--- src/rtl/debounce_sync.sv ---
// -----------------------------------------------------------------------------
// debounce_sync
//
// Brings an asynchronous level into the clk domain through a flop chain, then
// accepts a level change only after DEBOUNCE_CYCLES consecutive en-qualified
// samples that differ from the current output. A candidate change that bounces
// back before it qualifies is counted in a saturating glitch counter.
//
// Parameters
//   SYNC_STAGES     synchronizer depth (>= 2)
//   DEBOUNCE_CYCLES consecutive differing strobes needed to accept a change (>= 1)
//   RESET_LEVEL     reset value of o and of every synchronizer flop
//
// Ports
//   clk         single clock
//   rst         synchronous, active-high reset
//   i           raw level, asynchronous to clk
//   en          sampling strobe; only en=1 cycles advance the debounce logic
//   clr_glitch  one-cycle pulse clearing glitch_cnt (wins over an increment)
//   o           debounced level, registered
//   busy        high while a candidate transition is being qualified
//   glitch_cnt  saturating count of aborted transitions
// -----------------------------------------------------------------------------
module debounce_sync #(
  parameter int SYNC_STAGES     = 2,
  parameter int DEBOUNCE_CYCLES = 1000,
  parameter bit RESET_LEVEL     = 1'b0
) (
  input  logic       clk,
  input  logic       rst,
  input  logic       i,
  input  logic       en,
  input  logic       clr_glitch,
  output logic       o,
  output logic       busy,
  output logic [7:0] glitch_cnt
);

  localparam int CNT_W_RAW = $clog2(DEBOUNCE_CYCLES + 1);
  localparam int CNT_W     = (CNT_W_RAW < 1) ? 1 : CNT_W_RAW;
  // One bit wider than the counter so cnt+1 can be compared without overflow.
  localparam logic [CNT_W:0] CNT_DONE = (CNT_W + 1)'(DEBOUNCE_CYCLES);

  typedef enum logic {
    STABLE = 1'b0,
    CHECK  = 1'b1
  } state_t;

  logic [SYNC_STAGES-1:0] sync_q;
  logic                   s;

  state_t                 state_q, state_d;
  logic [CNT_W-1:0]       cnt_q, cnt_d;
  logic [CNT_W:0]         cnt_inc;
  logic                   o_q, o_d;
  logic [7:0]             glitch_q, glitch_d;
  logic                   glitch_evt;

  // Synchronizer runs every clock, independent of en.
  // NOTE: sequential state uses non-blocking assignments so every flop samples
  // the pre-edge value of its neighbour; blocking here would collapse the chain.
  always_ff @(posedge clk) begin
    if (rst) begin
      sync_q <= {SYNC_STAGES{RESET_LEVEL}};
    end else begin
      sync_q <= {sync_q[SYNC_STAGES-2:0], i};
    end
  end

  assign s       = sync_q[SYNC_STAGES-1];
  assign cnt_inc = {1'b0, cnt_q} + (CNT_W + 1)'(1);

  // Next-state logic.
  // NOTE: every variable gets a default before the case so no path leaves it
  // unassigned; otherwise synthesis would infer a latch to hold the old value.
  always_comb begin
    state_d    = state_q;
    cnt_d      = cnt_q;
    o_d        = o_q;
    glitch_evt = 1'b0;

    if (en) begin
      unique case (state_q)
        STABLE: begin
          if (s != o_q) begin
            if (DEBOUNCE_CYCLES == 1) begin
              // A single differing sample is already enough.
              o_d = s;
            end else begin
              state_d = CHECK;
              cnt_d   = CNT_W'(1);
            end
          end
        end
        CHECK: begin
          if (s != o_q) begin
            if (cnt_inc == CNT_DONE) begin
              o_d     = s;
              cnt_d   = '0;
              state_d = STABLE;
            end else begin
              cnt_d = cnt_inc[CNT_W-1:0];
            end
          end else begin
            // Input returned to the accepted level before qualifying.
            state_d    = STABLE;
            cnt_d      = '0;
            glitch_evt = 1'b1;
          end
        end
      endcase
    end
  end

  // Clear has priority over a coincident glitch; the count sticks at 255.
  always_comb begin
    glitch_d = glitch_q;
    if (clr_glitch) begin
      glitch_d = '0;
    end else if (glitch_evt && (glitch_q != 8'hFF)) begin
      glitch_d = glitch_q + 8'd1;
    end
  end

  always_ff @(posedge clk) begin
    if (rst) begin
      state_q  <= STABLE;
      cnt_q    <= '0;
      o_q      <= RESET_LEVEL;
      glitch_q <= '0;
    end else begin
      state_q  <= state_d;
      cnt_q    <= cnt_d;
      o_q      <= o_d;
      glitch_q <= glitch_d;
    end
  end

  assign o          = o_q;
  assign busy       = (state_q == CHECK);
  assign glitch_cnt = glitch_q;

endmodule

--- config.mk ---
export PLATFORM = sky130hd
export DESIGN_NAME = debounce_sync
export DESIGN_NICKNAME = d
export VERILOG_FILES = /design/src/rtl/debounce_sync.sv
export SDC_FILE = /design/constraint.sdc
export NUM_CORES = 1
export LEC_CHECK = 0
export BUFFER_PORTS_ARGS = -buffer_cell sky130_fd_sc_hd__buf_2
export CAP_MARGIN = 20
export CORE_MARGIN = 2
export CORE_UTILIZATION = 46
export DETAILED_ROUTE_END_ITERATION = 6
export PLACE_DENSITY_LB_ADDON = 0.1
export RECOVER_POWER = 50
export SLEW_MARGIN = 10
export SYNTH_ARGS = -nofsm -noshare
export SYNTH_HDL_FRONTEND = slang
export SYNTH_SLANG_ARGS = --single-unit
--- constraint.sdc ---
create_clock -name clk -period 2 [get_ports clk]
set_input_delay 0.4 -clock clk [delete_from_list [all_inputs] [get_ports clk]]
set_output_delay 0.4 -clock clk [all_outputs]
set_load 0.02 [all_outputs]
# Word level (Yosys, flattened, before mapping)
# Index checks and enable logic that the tools add are counted.
totals:
  register_bits: 22
  in_bits: 5
  out_inout_bits: 10
  wordCells: 27
classes:
  addsub: 2
  n_eq_ne: 4
  n_mux: 11
  bitwise_logic: 1
  n_reduce_logical: 4
ops:
  columns: ["operator", "count"]
  rows:
  - ["two-way mux 10 bit", 3]
  - ["case mux 10 bit (2 select lines)", 1]
  - ["adder 10 x 1 -> 11 bit (second input constant)", 1]
  - ["equality test 11 x 10 -> 1 bit (second input constant)", 1]
  - ["adder 8 x 1 -> 8 bit (second input constant)", 1]
  - ["inequality test 8 bit (second input constant)", 1]
  - ["two-way mux 1 bit", 6]
  - ["AND reduction 4 bit", 1]
  - ["inequality test 2 bit (second input constant)", 1]
  - ["case mux 1 bit (2 select lines)", 1]
  - ["AND reduction 2 bit", 1]
  - ["OR reduction 2 bit", 1]
  - ["logical AND 1 bit", 1]
  - ["inequality test 1 bit", 1]
  - ["inverter 1 bit", 1]

# Longest topological paths before layout
logic_depth:
  ltp_word: 5
  ltp_mapped: 6

# Worst setup path before layout
# OpenSTA, ideal clock, no wires.
synth_path:
  kind: "reg2reg"
  startpoint: "register cnt_q[0]"
  endpoint: "register cnt_q[0]"
  setup_ns: 0.088
  arrival_ns: 1.800
  required_time_ns: 1.912
  path_slack_ns: 0.112
  path_stages_with_launch: 7
  path_buffers: 0
  synth_period_minus_slack_ns: 1.888
  path_cell_list: "dfxtp_1 ha_1 a21oi_1 o311a_1 o311ai_4 nor2_2 a311oi_2"
synth_via:
  elab_chain_cells: 5
synth_rtl:
  columns: ["element", "line", "text"]
  rows:
  - ["from (decl)", "53", "logic [CNT_W-1:0] cnt_q, cnt_d;"]
  - ["from (signal assigned)", "133", "cnt_q <= cnt_d;"]
  - ["adder 10 x 1 -> 11 bit *", "71", "assign cnt_inc = {1'b0, cnt_q} + (CNT_W + 1)'(1);"]
  - ["equality test 11 x 10 -> 1 bit", "97", "if (cnt_inc == CNT_DONE) begin"]
  - ["two-way mux 10 bit *", "97", null]
  - ["two-way mux 10 bit *", "96", "if (s != o_q) begin"]
  - ["case mux 10 bit (2 select lines) *", "83", "unique case (state_q)"]
# Every way passes the cells marked *; elsewhere a longest branch is shown, timed or not.
# A chain may end at the register's enable or synchronous reset.

# Worst setup path after layout
layout_path:
  startpoint: "register cnt_q[1]"
  endpoint: "register cnt_q[4]"
# Same word-level chain as after synthesis.

==> impl_metrics.sql <==
INSERT INTO impl_metrics (metric_group, metric, value, unit) VALUES
('floorplan', 'die_h', '55.4', 'um'),
('setup_path', 'worst_setup_ep_type', 'flip-flop', ''),
('floorplan', 'placeable_area', '0.00250', 'mm^2'),
('synth', 'syn_avg_cell_area', '8.63', 'um^2'),
('sta', 'grt_setup_unrepaired', 'false', ''),
('setup_path', 'crit_start', 'cnt_q[1]', ''),
('setup_path', 'cpLargestDelayFamily', 'compound AO/OA/AOI/OAI gates', ''),
('sta', 'worst_slew_pin_slew', '0.492', 'ns'),
('clock_tree', 'clk_pin_slew_worst_paths', '0.13', 'ns'),
('synth', 'post_synth_main_area_contributors', 'sky130_fd_sc_hd__dfxtp_1 (36%), sky130_fd_sc_hd__nand2_1 (5.2%), sky130_fd_sc_hd__nor2_1 (3.1%)', ''),
('clock_tree', 'tritoncts_clock_tree', 'done', ''),
('job', 'drv.max_cap_violation_count', '0', ''),
('cells_and_area', 'finish.utilization', '59.4', '%'),
('synth', 'synth-async-reset-ratio', '0', '%'),
('global_route', 'groute.layer.met2.usage', '28.2', '%'),
('cells_and_area', 'area.growth.synth_to_final', '21.9', '%'),
('global_route', 'grt_overflow', '0', ''),
('setup_path', 'timing.rr.end', 'cnt_q[4]', ''),
('setup_path', 'critPathLaunchType', 'flip-flop', ''),
('synth', 'synth.yosys.seq_area_share', '36.2', '%'),
('route', 'post_drt_wl_per_cell', '13.5', 'um'),
('setup_path', 'crit_fanout', '6', ''),
('sta', 'timing.slew.headroom', '67.0', '%'),
('hold_path', 'hold_start', 'i', ''),
('route', 'routed_wirelength', '2670', 'um'),
('synth', 'synth_edf_count', '0', ''),
('setup_path', 'critPathKind', 'flip-flop to flip-flop', ''),
('clock_tree', 'cts-buffers-inserted', '3', ''),
('cells_and_area', 'n_fill_cell', '228', ''),
('synth', 'syn_area', '0.00122', 'mm^2'),
('global_route', 'global_route.usage.met1', '23.0', '%'),
('setup_path', 'worst_path_max_delay_cell', 'sky130_fd_sc_hd__o311ai_4', ''),
('setup_path', 'worstRegToRegCells', '6', ''),
('setup_path', 'critical_path.cell_chain', 'ha_2 > a21oi_1 > o311a_1 > o311ai_4 > o21ai_2 > o31ai_2', ''),
('synth', 'synth_seq_cells', '22', ''),
('synth', 'ys_dominant_reg_cell', 'sky130_fd_sc_hd__dfxtp_1', ''),
('hold_path', 'min_path_type', 'primary input to flip-flop', ''),
('route', 'drt_drc_violations_left', '0', ''),
('floorplan', 'die_width', '55.4', 'um'),
('global_route', 'global_route.peak_usage_layer', 'met2', ''),
('route', 'detail_route.vias_per_cell', '5.70', ''),
('global_route', 'grt_first_pass_wirelength', '4390', 'um'),
('sta', 'fin_crit', '1.91', 'ns'),
('sta', 'hold_viol', '0', ''),
('sta', 'clock_skew', '0.00378', 'ns'),
('placed_design', 'hpwlAfterDp', '1930', 'um'),
('clock_tree', 'cts.sink_count', '22', ''),
('hold_path', 'hold_end', 'sync_q[0]', ''),
('sta', 'finalSetupViolCount', '0', ''),
('sta', 'timing.fmax', '522', 'MHz'),
('cells_and_area', 'drive_above_1_share', '23.8', '%'),
('run_status', 'status', 'finished clean', ''),
('synth', 'syn_inst', '141', ''),
('route', 'detailroute.via_count', '1128', ''),
('synth', 'yosysWarnings', '0', ''),
('pwr', 'power_density', '555', 'mW/mm^2'),
('pwr', 'worst_ir_drop_vdd', '0.418', 'mV'),
('setup_path', 'worstPathBufferInverterCount', '0', ''),
('floorplan', 'std_cell_rows', '18', ''),
('clock_tree', 'insertion_delay', '0.30', 'ns'),
('route', 'detailedRoute.firstPassIterationCount', '4', ''),
('floorplan', 'fp.dieArea', '0.00307', 'mm^2'),
('clock_tree', 'root_buffer', 'sky130_fd_sc_hd__clkbuf_4', ''),
('cells_and_area', 'nNetsFinal', '176', ''),
('placed_design', 'placed_cell_area', '0.00140', 'mm^2'),
('cells_and_area', 'design_area', '0.00148', 'mm^2'),
('setup_path', 'worst_path_largest_cell_delay', '0.43', 'ns'),
('clock_tree', 'postCtsSetupRepairBufs', '0', ''),
('placed_design', 'place.port_buffers', '14', ''),
('clock_tree', 'cts_buffer_depth', '2', ''),
('route', 'ant_nets', '0', '');
## metal layers
layer,part of all wire [%],up-vias
li1,-,573
met5,0,-
met3,2.8,2
met1,47,533
met2,49,20
met4,0.75,0
## layout make-up
type / instances / area, um^2 / area share (%)
sequential: 22 / 447 / 30.1
multi-input combinational: 110 / 778 / 52.4
tap: 30 / 37.5 / 2.53
clock inverter: 1 / 30.0 / 2.02
inverter: 5 / 18.8 / 1.26
clock buffer: 3 / 22.5 / 1.52
timing repair buffer: 27 / 150 / 10.1
## placed cells by master, fill, tap and decap left out, types with 3 or more instances in the layout
master and instances:
sky130_fd_sc_hd__clkbuf_4 3, sky130_fd_sc_hd__nor2_1 10, sky130_fd_sc_hd__dfxtp_2 5, sky130_fd_sc_hd__nand3_1 6, sky130_fd_sc_hd__clkbuf_1 12, sky130_fd_sc_hd__nand4_1 5, sky130_fd_sc_hd__a21oi_1 7, sky130_fd_sc_hd__and3_1 3
sky130_fd_sc_hd__inv_1 5, sky130_fd_sc_hd__or3_1 4, sky130_fd_sc_hd__buf_2 3, sky130_fd_sc_hd__nand2b_1 3, sky130_fd_sc_hd__xor2_1 4, sky130_fd_sc_hd__o21ai_0 7, sky130_fd_sc_hd__dfxtp_1 17, sky130_fd_sc_hd__nand2_1 17
sky130_fd_sc_hd__buf_4 12
## per-stage QoR
step	std cells	setup TNS [ns]	setup slack, ns	hold slack [ns]
after floorplan	141	0	0.112	0.414
after global placement	193	0	0.0967	0.423
after detailed placement	193	-0.0132	-0.0132	0.428
after CTS	197	0	0.00604	0.292
after global routing	198	0	0.00743	0.307
final	198	0	0.0861	0.299
## registers in the layout (all words and copies together), names as in the netlist
signal,count
sync_q,2
o,1
busy,1
cnt_q,10
glitch_cnt,8
## how the worst max path moves through the flow
stage	endpoint	slack (ns)	depth (start not counted)
3_3_place_gp	cnt_q[4]	0.1	6
4_1_cts	cnt_q[4]	0.006	6
5_1_grt	cnt_q[0]	0.007	6
3_5_place_dp	cnt_q[4]	-0.01	6
6_report	cnt_q[4]	0.09	6
2_1_floorplan	cnt_q[0]	0.11	6
## where the power goes
| part | total (W) | internal, W | switching, W |
|---|---|---|---|
| logic | 0.0000379 | 0.0000151 | 0.0000228 |
| registers | 0.000446 | 0.000442 | 0.00000339 |
| clock network | 0.000340 | 0.000202 | 0.000138 |
## cells by family after synthesis
group | share of synthesized area [%]
mux | 1.64
xor+xnor | 5.65
flops | 36.2
compound gates | 19.5
simple gates | 31.7
buf+inv | 3.29
fa+ha+maj | 2.06
## worst register-to-register path, cell delays in order, from the launching register on
cell                       delay, ns
sky130_fd_sc_hd__dfxtp_2        0.39
sky130_fd_sc_hd__ha_2           0.21
sky130_fd_sc_hd__a21oi_1        0.04
sky130_fd_sc_hd__o311a_1        0.36
sky130_fd_sc_hd__o311ai_4       0.44
sky130_fd_sc_hd__o21ai_2        0.17
sky130_fd_sc_hd__o31ai_2        0.23
## timing repair
| item | CTS | global route |
|---|---|---|
| hold buffers | 0 | 0 |
| cloned | 0 | 1 |
| gates resized for setup | 0 | 10 |
| pin swaps | 1 | 2 |
| endpoints found under the setup margin | 4 | 9 |
Note: power is estimated with default switching activity, not from simulation.
